**config.mk**
```make
export PLATFORM = sky130hd
export DESIGN_NAME = implication_monitor
export DESIGN_NICKNAME = d
export VERILOG_FILES = /design/src/rtl/implication_pkg.sv /design/src/rtl/implication_channel.sv /design/src/rtl/implication_monitor.sv
export SDC_FILE = /design/constraint.sdc
export NUM_CORES = 1
export LEC_CHECK = 0
export CORE_MARGIN = 5
export CORE_UTILIZATION = 52
export CTS_CLUSTER_SIZE = 14
export DETAILED_ROUTE_END_ITERATION = 8
export PLACE_DENSITY_LB_ADDON = 0.2
export SKIP_LAST_GASP = 1
export SLEW_MARGIN = 10
export SYNTH_ARGS = -nofsm -noshare
export SYNTH_HDL_FRONTEND = slang
export SYNTH_SLANG_ARGS = --single-unit
```
**constraint.sdc**
```tcl
create_clock -name clk -period 2.2 [get_ports clk]
set_clock_uncertainty 0.15 [all_clocks]
set_input_delay 0.44 -clock clk [delete_from_list [all_inputs] [get_ports clk]]
set_output_delay 0.44 -clock clk [all_outputs]
set_load 0.02 [all_outputs]
```
**src/rtl/implication_pkg.sv**
```systemverilog
// Shared constants and the per-channel status bundle for the implication monitor.
package implication_pkg;

    localparam int MAX_DELAY_LIMIT = 15;
    localparam int NUM_CH_LIMIT    = 8;
    // Counts travel in the status bundle at their widest legal size; the top
    // narrows them back to CNT_W.
    localparam int CNT_W_LIMIT     = 32;

    typedef struct packed {
        logic                   pass;
        logic                   fail;
        logic [CNT_W_LIMIT-1:0] pass_cnt;
        logic [CNT_W_LIMIT-1:0] fail_cnt;
    } chan_status_t;

endpackage

```
**src/rtl/implication_channel.sv**
```systemverilog
// One antecedent/consequent channel: tracks attempt ages, discharges them on a
// consequent inside the window, flags expiries and keeps saturating counts.
module implication_channel
    import implication_pkg::*;
#(
    parameter int MIN_DELAY = 1,
    parameter int MAX_DELAY = 3,
    parameter int CNT_W     = 16
) (
    input  logic         clk,
    input  logic         rst_n,
    input  logic         enable_i,
    input  logic         clear_i,
    input  logic         ante_i,
    input  logic         cons_i,
    output logic         fail_nxt_o,
    output chan_status_t status_o
);

    localparam int AW = MAX_DELAY + 1;
    localparam logic [AW-1:0]    ONES    = '1;
    // Ages MIN_DELAY..MAX_DELAY are the ones a consequent may discharge.
    localparam logic [AW-1:0]    WIN     = ONES << MIN_DELAY;
    localparam logic [CNT_W-1:0] CNT_MAX = '1;

    logic [AW-1:0]    pend_q, pend_d;
    logic [AW-1:0]    cur, hit;
    logic             pass_q, pass_d;
    logic             fail_q, fail_d;
    logic [CNT_W-1:0] pass_cnt_q, pass_cnt_d;
    logic [CNT_W-1:0] fail_cnt_q, fail_cnt_d;

    // Age existing attempts, insert the new one, discharge and expire.
    always_comb begin
        cur    = (pend_q << 1) | AW'(ante_i & enable_i);
        hit    = cur & WIN & {AW{cons_i}};
        pass_d = |hit;
        fail_d = cur[MAX_DELAY] & ~hit[MAX_DELAY];
        pend_d = cur & ~hit;
        // The oldest slot either passed or failed this cycle; never carried.
        pend_d[MAX_DELAY] = 1'b0;
        pass_cnt_d = pass_cnt_q;
        fail_cnt_d = fail_cnt_q;
        if (pass_d && pass_cnt_q != CNT_MAX) pass_cnt_d = pass_cnt_q + CNT_W'(1);
        if (fail_d && fail_cnt_q != CNT_MAX) fail_cnt_d = fail_cnt_q + CNT_W'(1);
        if (clear_i) begin
            pend_d     = '0;
            pass_d     = 1'b0;
            fail_d     = 1'b0;
            pass_cnt_d = '0;
            fail_cnt_d = '0;
        end
    end

    // State register with asynchronous reset.
    always_ff @(posedge clk or negedge rst_n) begin
        if (!rst_n) begin
            pend_q     <= '0;
            pass_q     <= 1'b0;
            fail_q     <= 1'b0;
            pass_cnt_q <= '0;
            fail_cnt_q <= '0;
        end else begin
            pend_q     <= pend_d;
            pass_q     <= pass_d;
            fail_q     <= fail_d;
            pass_cnt_q <= pass_cnt_d;
            fail_cnt_q <= fail_cnt_d;
        end
    end

    // Pack the registered status for the top.
    always_comb begin
        status_o.pass     = pass_q;
        status_o.fail     = fail_q;
        status_o.pass_cnt = CNT_W_LIMIT'(pass_cnt_q);
        status_o.fail_cnt = CNT_W_LIMIT'(fail_cnt_q);
    end

    assign fail_nxt_o = fail_d;

endmodule

```
**src/rtl/implication_monitor.sv**
```systemverilog
// Multi-channel implication monitor: per-channel checkers plus sticky
// any-fail status and first-failing-channel capture.
module implication_monitor
    import implication_pkg::*;
#(
    parameter int NUM_CH    = 4,
    parameter int MIN_DELAY = 1,
    parameter int MAX_DELAY = 3,
    parameter int CNT_W     = 16
) (
    input  logic                    clk,
    input  logic                    rst_n,
    input  logic                    enable_i,
    input  logic                    clear_i,
    input  logic [NUM_CH-1:0]       antecedent_i,
    input  logic [NUM_CH-1:0]       consequent_i,
    output logic [NUM_CH-1:0]       pass_o,
    output logic [NUM_CH-1:0]       fail_o,
    output logic [NUM_CH*CNT_W-1:0] pass_cnt_o,
    output logic [NUM_CH*CNT_W-1:0] fail_cnt_o,
    output logic                    any_fail_o,
    output logic [2:0]              first_fail_ch_o
);

    if (MIN_DELAY < 0 || MIN_DELAY > MAX_DELAY || MAX_DELAY > MAX_DELAY_LIMIT) begin : g_bad_delay
        $error("implication_monitor: illegal MIN_DELAY/MAX_DELAY");
    end
    if (NUM_CH < 1 || NUM_CH > NUM_CH_LIMIT) begin : g_bad_ch
        $error("implication_monitor: NUM_CH out of range");
    end
    if (CNT_W < 1 || CNT_W > CNT_W_LIMIT) begin : g_bad_cnt
        $error("implication_monitor: CNT_W out of range");
    end

    chan_status_t      st [NUM_CH];
    logic [NUM_CH-1:0] fail_nxt;
    logic              any_fail_q, any_fail_d;
    logic [2:0]        first_q, first_d;
    logic [2:0]        low_ch;

    for (genvar c = 0; c < NUM_CH; c++) begin : g_ch
        implication_channel #(
            .MIN_DELAY (MIN_DELAY),
            .MAX_DELAY (MAX_DELAY),
            .CNT_W     (CNT_W)
        ) u_ch (
            .clk        (clk),
            .rst_n      (rst_n),
            .enable_i   (enable_i),
            .clear_i    (clear_i),
            .ante_i     (antecedent_i[c]),
            .cons_i     (consequent_i[c]),
            .fail_nxt_o (fail_nxt[c]),
            .status_o   (st[c])
        );
        assign pass_o[c]                  = st[c].pass;
        assign fail_o[c]                  = st[c].fail;
        assign pass_cnt_o[c*CNT_W +: CNT_W] = CNT_W'(st[c].pass_cnt);
        assign fail_cnt_o[c*CNT_W +: CNT_W] = CNT_W'(st[c].fail_cnt);
    end

    // Sticky flag and first-fail index latch on the edge the first fail_o rises.
    always_comb begin
        low_ch = '0;
        for (int c = NUM_CH - 1; c >= 0; c--) begin
            if (fail_nxt[c]) low_ch = 3'(c);
        end
        any_fail_d = any_fail_q;
        first_d    = first_q;
        if (!any_fail_q && (|fail_nxt)) begin
            any_fail_d = 1'b1;
            first_d    = low_ch;
        end
        if (clear_i) begin
            any_fail_d = 1'b0;
            first_d    = '0;
        end
    end

    // Sticky status register with asynchronous reset.
    always_ff @(posedge clk or negedge rst_n) begin
        if (!rst_n) begin
            any_fail_q <= 1'b0;
            first_q    <= '0;
        end else begin
            any_fail_q <= any_fail_d;
            first_q    <= first_d;
        end
    end

    assign any_fail_o      = any_fail_q;
    assign first_fail_ch_o = first_q;

endmodule
```
* After elaboration in Yosys (flattened, before gate mapping)
Cells that the tools add are included.
Storage, ports and cells: register bits 152, bits of input ports 12, output and inout port bits 140, logic and storage cells 126
Cells by class: add/subtract/negate cells 8, eq/ne operators 8, muxes and demuxes 36, bitwise gates (word level) 28, reduce and logical (&&, ||, !) cells 24
Operator list (number):
- 16-bit 2-to-1 mux | 16
- 16-bit by 1-bit adder with 16-bit output, second input constant | 8
- 16-bit inequality test, second input constant | 8
- 3-bit 2-to-1 mux | 8
- 4-bit OR reduction | 5
- 2-bit nonzero test | 9
- 4-bit AND | 4
- 4-bit by 1-bit bitwise OR with 4-bit output | 4
- 3-bit AND | 4
- 3-bit NOT | 4
- 1-bit 2-to-1 mux | 10
- 1-bit logical AND | 9
- 1-bit AND | 8
- 2-bit 2-to-1 mux | 2
- 1-bit NOT | 4
- 1-bit zero test | 1

* Depth between registers and ports, before layout
Gate-level depths: netlist of run 1.
word-level depth 12, mapped depth 7

* Modules after synthesis
A second synthesis of run 1 with hierarchy kept.
Second synthesis, totals: cells, all modules 1053, area total of the unflattened synthesis 9614.2 sq um
By module, submodules not included:
- implication_channel at g_ch[0].u_ch ... | instances 3, cells each 261, area an instance 2371.0 sq um
- implication_channel at g_ch[1].u_ch | instances 1, cells each 252, area an instance 2338.5 sq um
- implication_monitor | instances 1, cells each 18, area an instance 162.7 sq um

* Worst setup path before layout of run 1
OpenSTA, ideal clock, no wires.
path type flip-flop to flip-flop, start reg g_ch[0].u_ch.fail_cnt_q[0], end reg g_ch[0].u_ch.fail_cnt_q[13], data arrival time 1745 ps, data required time 1918 ps, path slack 174 ps, stages on the path, launching flop included 8, buffers on the path 1, period minus slack after synthesis 2026 ps, cells stage by stage dfrtp_1 -> ha_1 -> nand4_1 -> o311ai_1 -> buf_2 -> nor4_1 -> xnor2_1 -> nor2_1
Between the ends: word-level cells in the longest chain between the ends 3, elaborated cells on any way between the ends 6, classes of those cells add/sub (1); eq/ne (1); mux (2); reduce/logical (2)
Ends and longest elaborated chain:
- from (decl) | RTL line implication_channel.sv:31 | logic [CNT_W-1:0] fail_cnt_q, fail_cnt_d;
- from (signal assigned) | RTL line implication_channel.sv:68 | fail_cnt_q <= fail_cnt_d;
- 16-bit by 1-bit adder with 16-bit output / 16-bit inequality test (equally long branches) | RTL line implication_channel.sv:45 | if (fail_d && fail_cnt_q != CNT_MAX) fail_cnt_d = fail_cnt_q + CNT_W'(1);
- 16-bit 2-to-1 mux / 1-bit logical AND (equally long branches) | RTL line implication_channel.sv:45
- 16-bit 2-to-1 mux / 2-bit nonzero test (equally long branches)
Parallel ways exist; a longest one is shown, timed or not. The select of a mux whose other input is x is not followed. A chain may end at the register's enable or synchronous reset.

* Final worst setup path of run 1
start reg g_ch[1].u_ch.fail_cnt_q[3], end out fail_cnt_o[19]
RTL lines:
- from (decl) | RTL line implication_channel.sv:31
- from (signal assigned) | RTL line implication_channel.sv:68
- to (decl) | RTL line implication_monitor.sv:20 | output logic [NUM_CH*CNT_W-1:0] fail_cnt_o,
No word-level cell between the ends.

==> results of run 1 <==
==> layer usage <==
metal | part of all wire [%] | GRT usage, % | vias up
met4 | 2.3 | 8.26 | 0
met3 | 5.1 | 5.62 | 33
met1 | 45 | 29.5 | 3334
li1 | - | - | 3317
met2 | 48 | 36.0 | 201
met5 | 0 | 0 | -
==> worst max-delay path: stages, from the launching register on <==
cell and delay [ps]:
dfrtp_1 380, buf_4 160, clkdlybuf4s50_1 610
==> state kept, by name (all words and copies together), names as in the netlist <==
| name | cells |
|---|---|
| g_ch.u_ch.fail_q | 4 |
| g_ch.u_ch.pass_q | 4 |
| g_ch.u_ch.pend_q | 12 |
| any_fail_o | 1 |
| g_ch.u_ch.pass_cnt_q | 64 |
| g_ch.u_ch.fail_cnt_q | 64 |
| first_fail_ch_o | 2 |
==> per-stage QoR <==
| step | hold WS [ps] | power (mW) |
|---|---|---|
| final | 131 | 6.00 |
| after global routing | 132 | 6.19 |
| after global placement | 258 | 3.09 |
| after detailed placement | 261 | 3.09 |
| after floorplan | -5.59 | 2.94 |
| after CTS | 122 | 6.05 |
==> repair_timing <==
action                     CTS  global route
resized for setup            0             4
hold buffers                 1             0
setup endpoints to repair    0             7
hold endpoints to repair    41             0
==> layout by cell type (no fill, tap or decap), types with 17 or more instances in the layout <==
master / count
a21oi_1: 25
and2_1: 21
and3_1: 20
buf_4: 51
clkbuf_16: 17
clkdlybuf4s50_1: 145
dfrtp_1: 151
nand2_1: 43
nand3_1: 55
nand4_1: 30
nor2_1: 112
nor3_1: 37
o21ai_0: 21
xnor2_1: 30
xor2_1: 39
==> cell type report <==
type,instances,area [um^2]
fillers,1145,4170
multi-input cells,612,3870
flip-flops and latches,151,3780
repair buffers,204,1950
clock buffers,20,447
well taps,184,230
clock inverters,12,153
inverters,12,45.0
==> worst paths after layout <==
check / start / cells after the start / slack [ps] / end
max: g_ch[1].u_ch.fail_cnt_q[3]$_DFFE_PN0P_ / 2 / 50 / fail_cnt_o[19]
min: clear_i / 2 / 130 / g_ch[2].u_ch.fail_cnt_q[9]$_DFFE_PN0P_
max reg2reg: g_ch[2].u_ch.fail_cnt_q[0]$_DFFE_PN0P_ / 6 / 140 / g_ch[2].u_ch.fail_cnt_q[13]$_DFFE_PN0P_
min reg2reg: g_ch[1].u_ch.pend_q[1]$_DFF_PN0_ / 1 / 350 / g_ch[1].u_ch.pend_q[2]$_DFF_PN0_
max in group asynchronous: rst_n / 3 / 830 / g_ch[1].u_ch.fail_cnt_q[0]$_DFFE_PN0P_
min in group asynchronous: rst_n / 2 / 370 / g_ch[3].u_ch.pass_cnt_q[10]$_DFFE_PN0P_
==> cell families after synthesis <==
logic type,count (synthesis),synth area share (%)
flip-flops,151,48.2
adder cells (fa/ha/maj),8,1.28
multiplexers,16,2.11
XOR/XNOR,69,7.71
buffers and inverters,40,2.52
AO/OA/AOI/OAI,124,11.3
other,1,0.0478
AND/OR/NAND/NOR,394,26.9
==> report_power, final <==
| part | internal, mW | switching [mW] |
|---|---|---|
| combinational | 0.0811 | 0.154 |
| sequential | 2.79 | 0.0140 |
| clock | 1.81 | 1.15 |
| total | 4.68 | 1.32 |
==> cell usage after synthesis (3+ instances only) <==
cell	count
a211oi_1	4
a21oi_1	25
a311oi_1	4
a31oi_1	7
a41oi_1	3
and2_1	21
and3_1	20
and4_1	16
buf_2	5
buf_4	9
clkbuf_1	12
dfrtp_1	151
ha_1	8
inv_1	11
mux2_1	3
mux2i_1	12
nand2_1	43
nand2b_1	3
nand3_1	55
nand3b_1	3
nand4_1	30
nand4_2	4
nand4b_1	3
nor2_1	112
nor2b_1	7
nor3_1	37
nor4_1	8
nor4_2	3
o2111ai_1	5
o211ai_1	4
o21ai_0	21
o21ai_1	10
o311ai_1	4
o31a_1	5
or3_1	16
xnor2_1	30
xor2_1	39
==> flow_summary.toml, run 1 <==
[outcome]
status = "completed"

[synthesis]
async_flop_share_pct = 100
syn_area_mm2 = 0.00784
syn-instance-count = 803
ys_types = 73
synth-seq-cells = 151
synth_edf_count = 0
syn_avg_cell_area_um2 = 9.76
synth_nets = 823
synth_largest_area_cell = "dfrtp_1"
synth_warnings = 0
synthFlopType = "dfrtp_1"
synth_area_leaders = "dfrtp_1, nor2_1, xor2_1"
ys_seq_area_share_pct = 48.2
synth_top_area_share_pct = 48.2

[global_routing]
grt_pass1_wl_um = 33000
grt-ovfl-total = 0
grt_use_total_pct = 22.4
grt_antenna_before_repair = 0
grt_max_degree = 63
grt_pass1_vias = 6687

[final_layout]
area_delta_synth_final_pct = 33.6
layout.cells.non_filler = 1195
fin_nets = 1018
final_area_mm2 = 0.0105
antenna_cells = 0
drive_gt1_share_pct = 11.1
final_util_pct = 71.5

[floorplanning]
start_util_pct = 53.5
die_h_um = 133
row_count = 44
die_w_um = 133
core_area_mm2 = 0.0146
die-area_mm2 = 0.0176
ios = 152

[sta]
grt_setup_unrepaired = "yes"
final_hold_viol_count = 0
fin_crit_sh_pct = 97.8
setup_viol_count_final = 0
timing.fmax_mhz = 465
setup_tns_ps = 0
finalWorstSetupSlack_ps = 48.3
relSlewSlack_pct = 59.3
drv_slew = 0
worstMarginPinSlew_ps = 604
layout_min_cycle_time_ps = 2150

[min_path]
hold_path_class = "in2reg"

[placement]
gp_congestion = 0.900
port_buffers = 150
dp_slack_ps = -139
dp_hpwl_um = 14200
dpl.cell_count = 1162
postPlaceCellArea_mm2 = 0.00985

[route]
vias = 6885
drt-initial-drc-count = 444
ant_nets = 0
drcViolationCount = 0
drt-total-wl_um = 19800
dr.pass1.iters = 7
wl_per_cell_um = 16.6
via_per_inst = 5.76

[cts]
clock-sinks = 151
root_buffer = "clkbuf_16"
htree_levels = 4
clkTransAtPathRegs_ps = 60
clock_path_buffers = 2
cts_setup_buffers = 0
cts-buffers-inserted = 17
clk_latency_ps = 420
tritoncts = "yes"

[run]
drv_cap = 0

[power_and_ir_drop]
peakVddDrop_v = 0.000500
p_leak_nw = 4.44
power_density_mw_per_mm2 = 573

[critical_path]
criticalPathCategory = "reg2out"
worst_ep_required_time_ps = 1610
critPathMaxFanout = 5
endpoint_kind = "primary output"
crit_arrival_ps = 1560
start_kind = "flop"
(Power assumes the default switching activity.)
==> run 2: changes to the inputs <==
--- a/config.mk
+++ b/config.mk
@@ -5,8 +5,10 @@
 export SDC_FILE = /design/constraint.sdc
 export NUM_CORES = 1
 export LEC_CHECK = 0
+export ABC_AREA = 1
 export CORE_MARGIN = 5
-export CORE_UTILIZATION = 52
+export CORE_UTILIZATION = 54
+export CTS_CLUSTER_DIAMETER = 30
 export CTS_CLUSTER_SIZE = 14
 export DETAILED_ROUTE_END_ITERATION = 8
 export PLACE_DENSITY_LB_ADDON = 0.2
==> run 2 against run 1 <==
Compared with the run above:
- sequential power is essentially flat
- sequential share of layout area shrank 2.8 points
- maximum frequency is essentially flat
- via count grew 27%
- register-to-register slack gained 120 ps
- worst setup slack lost 1.7 ps
- combinational power grew 51%
- cell count grew 37%
- power shrank 1.1%
- largest power group is now registers
- highest routed layer unchanged
==> flow_summary.toml, run 2 <==
[outcome]
status = "completed"

[cts]
clk_latency_ps = 420
htree_levels = 4
clkTransAtPathRegs_ps = 60
cts-buffers-inserted = 17
clock-sinks = 151
clock_path_buffers = 2
tritoncts = "yes"
root_buffer = "clkbuf_16"

[sta]
timing.fmax_mhz = 464
fin_crit_sh_pct = 97.9
grt_setup_unrepaired = "no"
final_hold_viol_count = 0
setup_tns_ps = 0
layout_min_cycle_time_ps = 2150
drv_slew = 0
setup_viol_count_final = 0

[final_layout]
area.sequential_mm2 = 0.00378
mostFrequentLayoutCells = "nand2_1, dfrtp_1, nor2_1"
fin_nets = 1427
fillerInstances = 1408
reg_top3 = "g_ch.u_ch.fail_cnt_q (64), g_ch.u_ch.pass_cnt_q (64), g_ch.u_ch.pend_q (12)"
multi_input_area_mm2 = 0.00460
antenna_cells = 0
area_delta_synth_final_pct = 25.6
drive_gt1_share_pct = 8.59
layout_commonest_cell = "nand2_1"
layout.cells.non_filler = 1640

[floorplanning]
ios = 152
die_h_um = 139
die_w_um = 139
core_area_mm2 = 0.0165
die-area_mm2 = 0.0194
start_util_pct = 54.7
row_count = 47

[critical_path]
crit_slowest_cell = "clkdlybuf4s50_1"
crit_chain = "clkdlybuf4s50_1"
slowest_delay_ps = 660
r2r-start = "g_ch[0].u_ch.pass_cnt_q[0]$_DFFE_PN0P_"
critPathMaxFanout = 6
r2r_cells = 9
rrSetupSlack_ps = 260
worst_ep_required_time_ps = 1610
crit_arrival_ps = 1560
crit_buf_inv = 1
path_delay_family = "buffers and inverters"
r2r_end = "g_ch[0].u_ch.pass_cnt_q[5]$_DFFE_PN0P_"
start_kind = "flop"
endpoint_kind = "primary output"
criticalPathCategory = "reg2out"

[run]
drv_cap = 0

[synthesis]
syn_area_mm2 = 0.00904
syn_avg_cell_area_um2 = 7.23
ys_types = 38
ys_seq_area_share_pct = 41.8
yosys-top-cells-count = "nand2_1, dfrtp_1, nor2_1"
synthFlopType = "dfrtp_1"
syn-instance-count = 1250
synth_nets = 1270
synth_edf_count = 0
synth_warnings = 0
synth_top_area_share_pct = 41.8
synth_most_common_cell = "nand2_1"
synth_largest_area_cell = "dfrtp_1"
synth_area_leaders = "dfrtp_1, nand2_1, nand3_1"
async_flop_share_pct = 100
synth-seq-cells = 151

[route]
wl_per_cell_um = 14.1
dr.pass1.iters = 5
drcViolationCount = 0
ant_nets = 0
vias = 8734
drt-initial-drc-count = 492
drt-total-wl_um = 23200
via_per_inst = 5.33

[power_and_ir_drop]
p_leak_nw = 5.33
peakVddDrop_v = 0.000526
power_density_mw_per_mm2 = 523

[min_path]
hold_path_class = "in2reg"
hold_depth = 2
min_to = "g_ch[0].u_ch.pend_q[2]$_DFF_PN0_"
hold_start = "clear_i"

[placement]
dp_hpwl_um = 16700
dpl.cell_count = 1607
gp_congestion = 0.888
port_buffers = 150

[global_routing]
grt_antenna_before_repair = 0
grt_use_total_pct = 23.8
grt_max_degree = 45
grt_pass1_vias = 8268
grt_pass1_wl_um = 39200
grt-ovfl-total = 0
run 2: changes by cell type after synthesis, sizes merged, moves of 17 or more:
cell | before | now
nand3 | 55 | 125
and3 | 20 | 0
and2 | 21 | 0
xnor2 | 30 | 7
inv | 12 | 101
nand2 | 43 | 446
nand4 | 34 | 68
nor3 | 39 | 9
buf | 16 | 37
or3 | 17 | 0
nor2 | 113 | 175
run 2: timing repair:
item / CTS / global route
setup buffers: 0 / 0
gates resized for setup: 0 / 5
endpoints found under the hold margin: 40 / 0
setup endpoints to repair: 0 / 5
hold buffers: 1 / 0
run 2: metrics by stage:
| step | setup WS, ps | total power, mW | cell area [um^2] | hold WS, ps | util [%] |
|---|---|---|---|---|---|
| floorplan | 373 | 3.06 | 9040 | -5.59 | - |
| global placement | 81.0 | 3.23 | 10800 | 252 | 65.2 |
| global route | 0.434 | 6.16 | 11400 | 222 | 68.7 |
| detailed placement | 45.3 | 3.23 | 10800 | 254 | 65.2 |
| CTS | 15.7 | 5.99 | 11300 | 219 | 68.6 |
| finish | 46.6 | 5.94 | 11400 | 235 | 68.7 |
run 2: layer usage:
metal	track usage [%]	up-vias	part of all wire, %
li1	-	4348	-
met1	32.0	4118	45
met2	39.1	239	48
met3	4.73	29	5.5
met4	7.62	0	1.6
met5	0	-	0
run 2: worst max-delay path by stage:
stage                                                start  depth (start not counted)                                endpoint
detailed placement                         consequent_i[0]                          8  g_ch[0].u_ch.pass_cnt_q[0]$_DFFE_PN0P_
floorplan           g_ch[0].u_ch.fail_cnt_q[0]$_DFFE_PN0P_                         10  g_ch[0].u_ch.fail_cnt_q[8]$_DFFE_PN0P_
finish              g_ch[0].u_ch.fail_cnt_q[7]$_DFFE_PN0P_                          1                           fail_cnt_o[7]
global placement                           consequent_i[0]                          8  g_ch[0].u_ch.pass_cnt_q[0]$_DFFE_PN0P_
CTS                 g_ch[3].u_ch.fail_cnt_q[8]$_DFFE_PN0P_                          1                          fail_cnt_o[56]
global route        g_ch[0].u_ch.fail_cnt_q[2]$_DFFE_PN0P_                          1                           fail_cnt_o[2]
run 2: layout make-up:
class,count,share of cell area (%)
sequential,151,33.3
clock inverter,9,0.661
timing repair buffer,177,15.4
inverter,103,3.45
multi-input combinational,957,40.5
clock buffer,23,4.21
tap,220,2.43
run 2: kinds of logic after synthesis:
family	after synthesis	synth area share (%)
adders and majority gates	8	1.11
AOI/OAI and AO/OA	70	4.56
buffers and inverters	142	7.28
xor gates and xnor gates	41	3.97
and+or+nand+nor	837	41.2
DFF	151	41.8
other	1	0.0415
run 2: report_power, final:
part	total, mW	internal (mW)	switching [mW]
clock network	2.76	1.63	1.13
logic	0.354	0.114	0.240
registers	2.82	2.80	0.0245
total	5.94	4.55	1.39
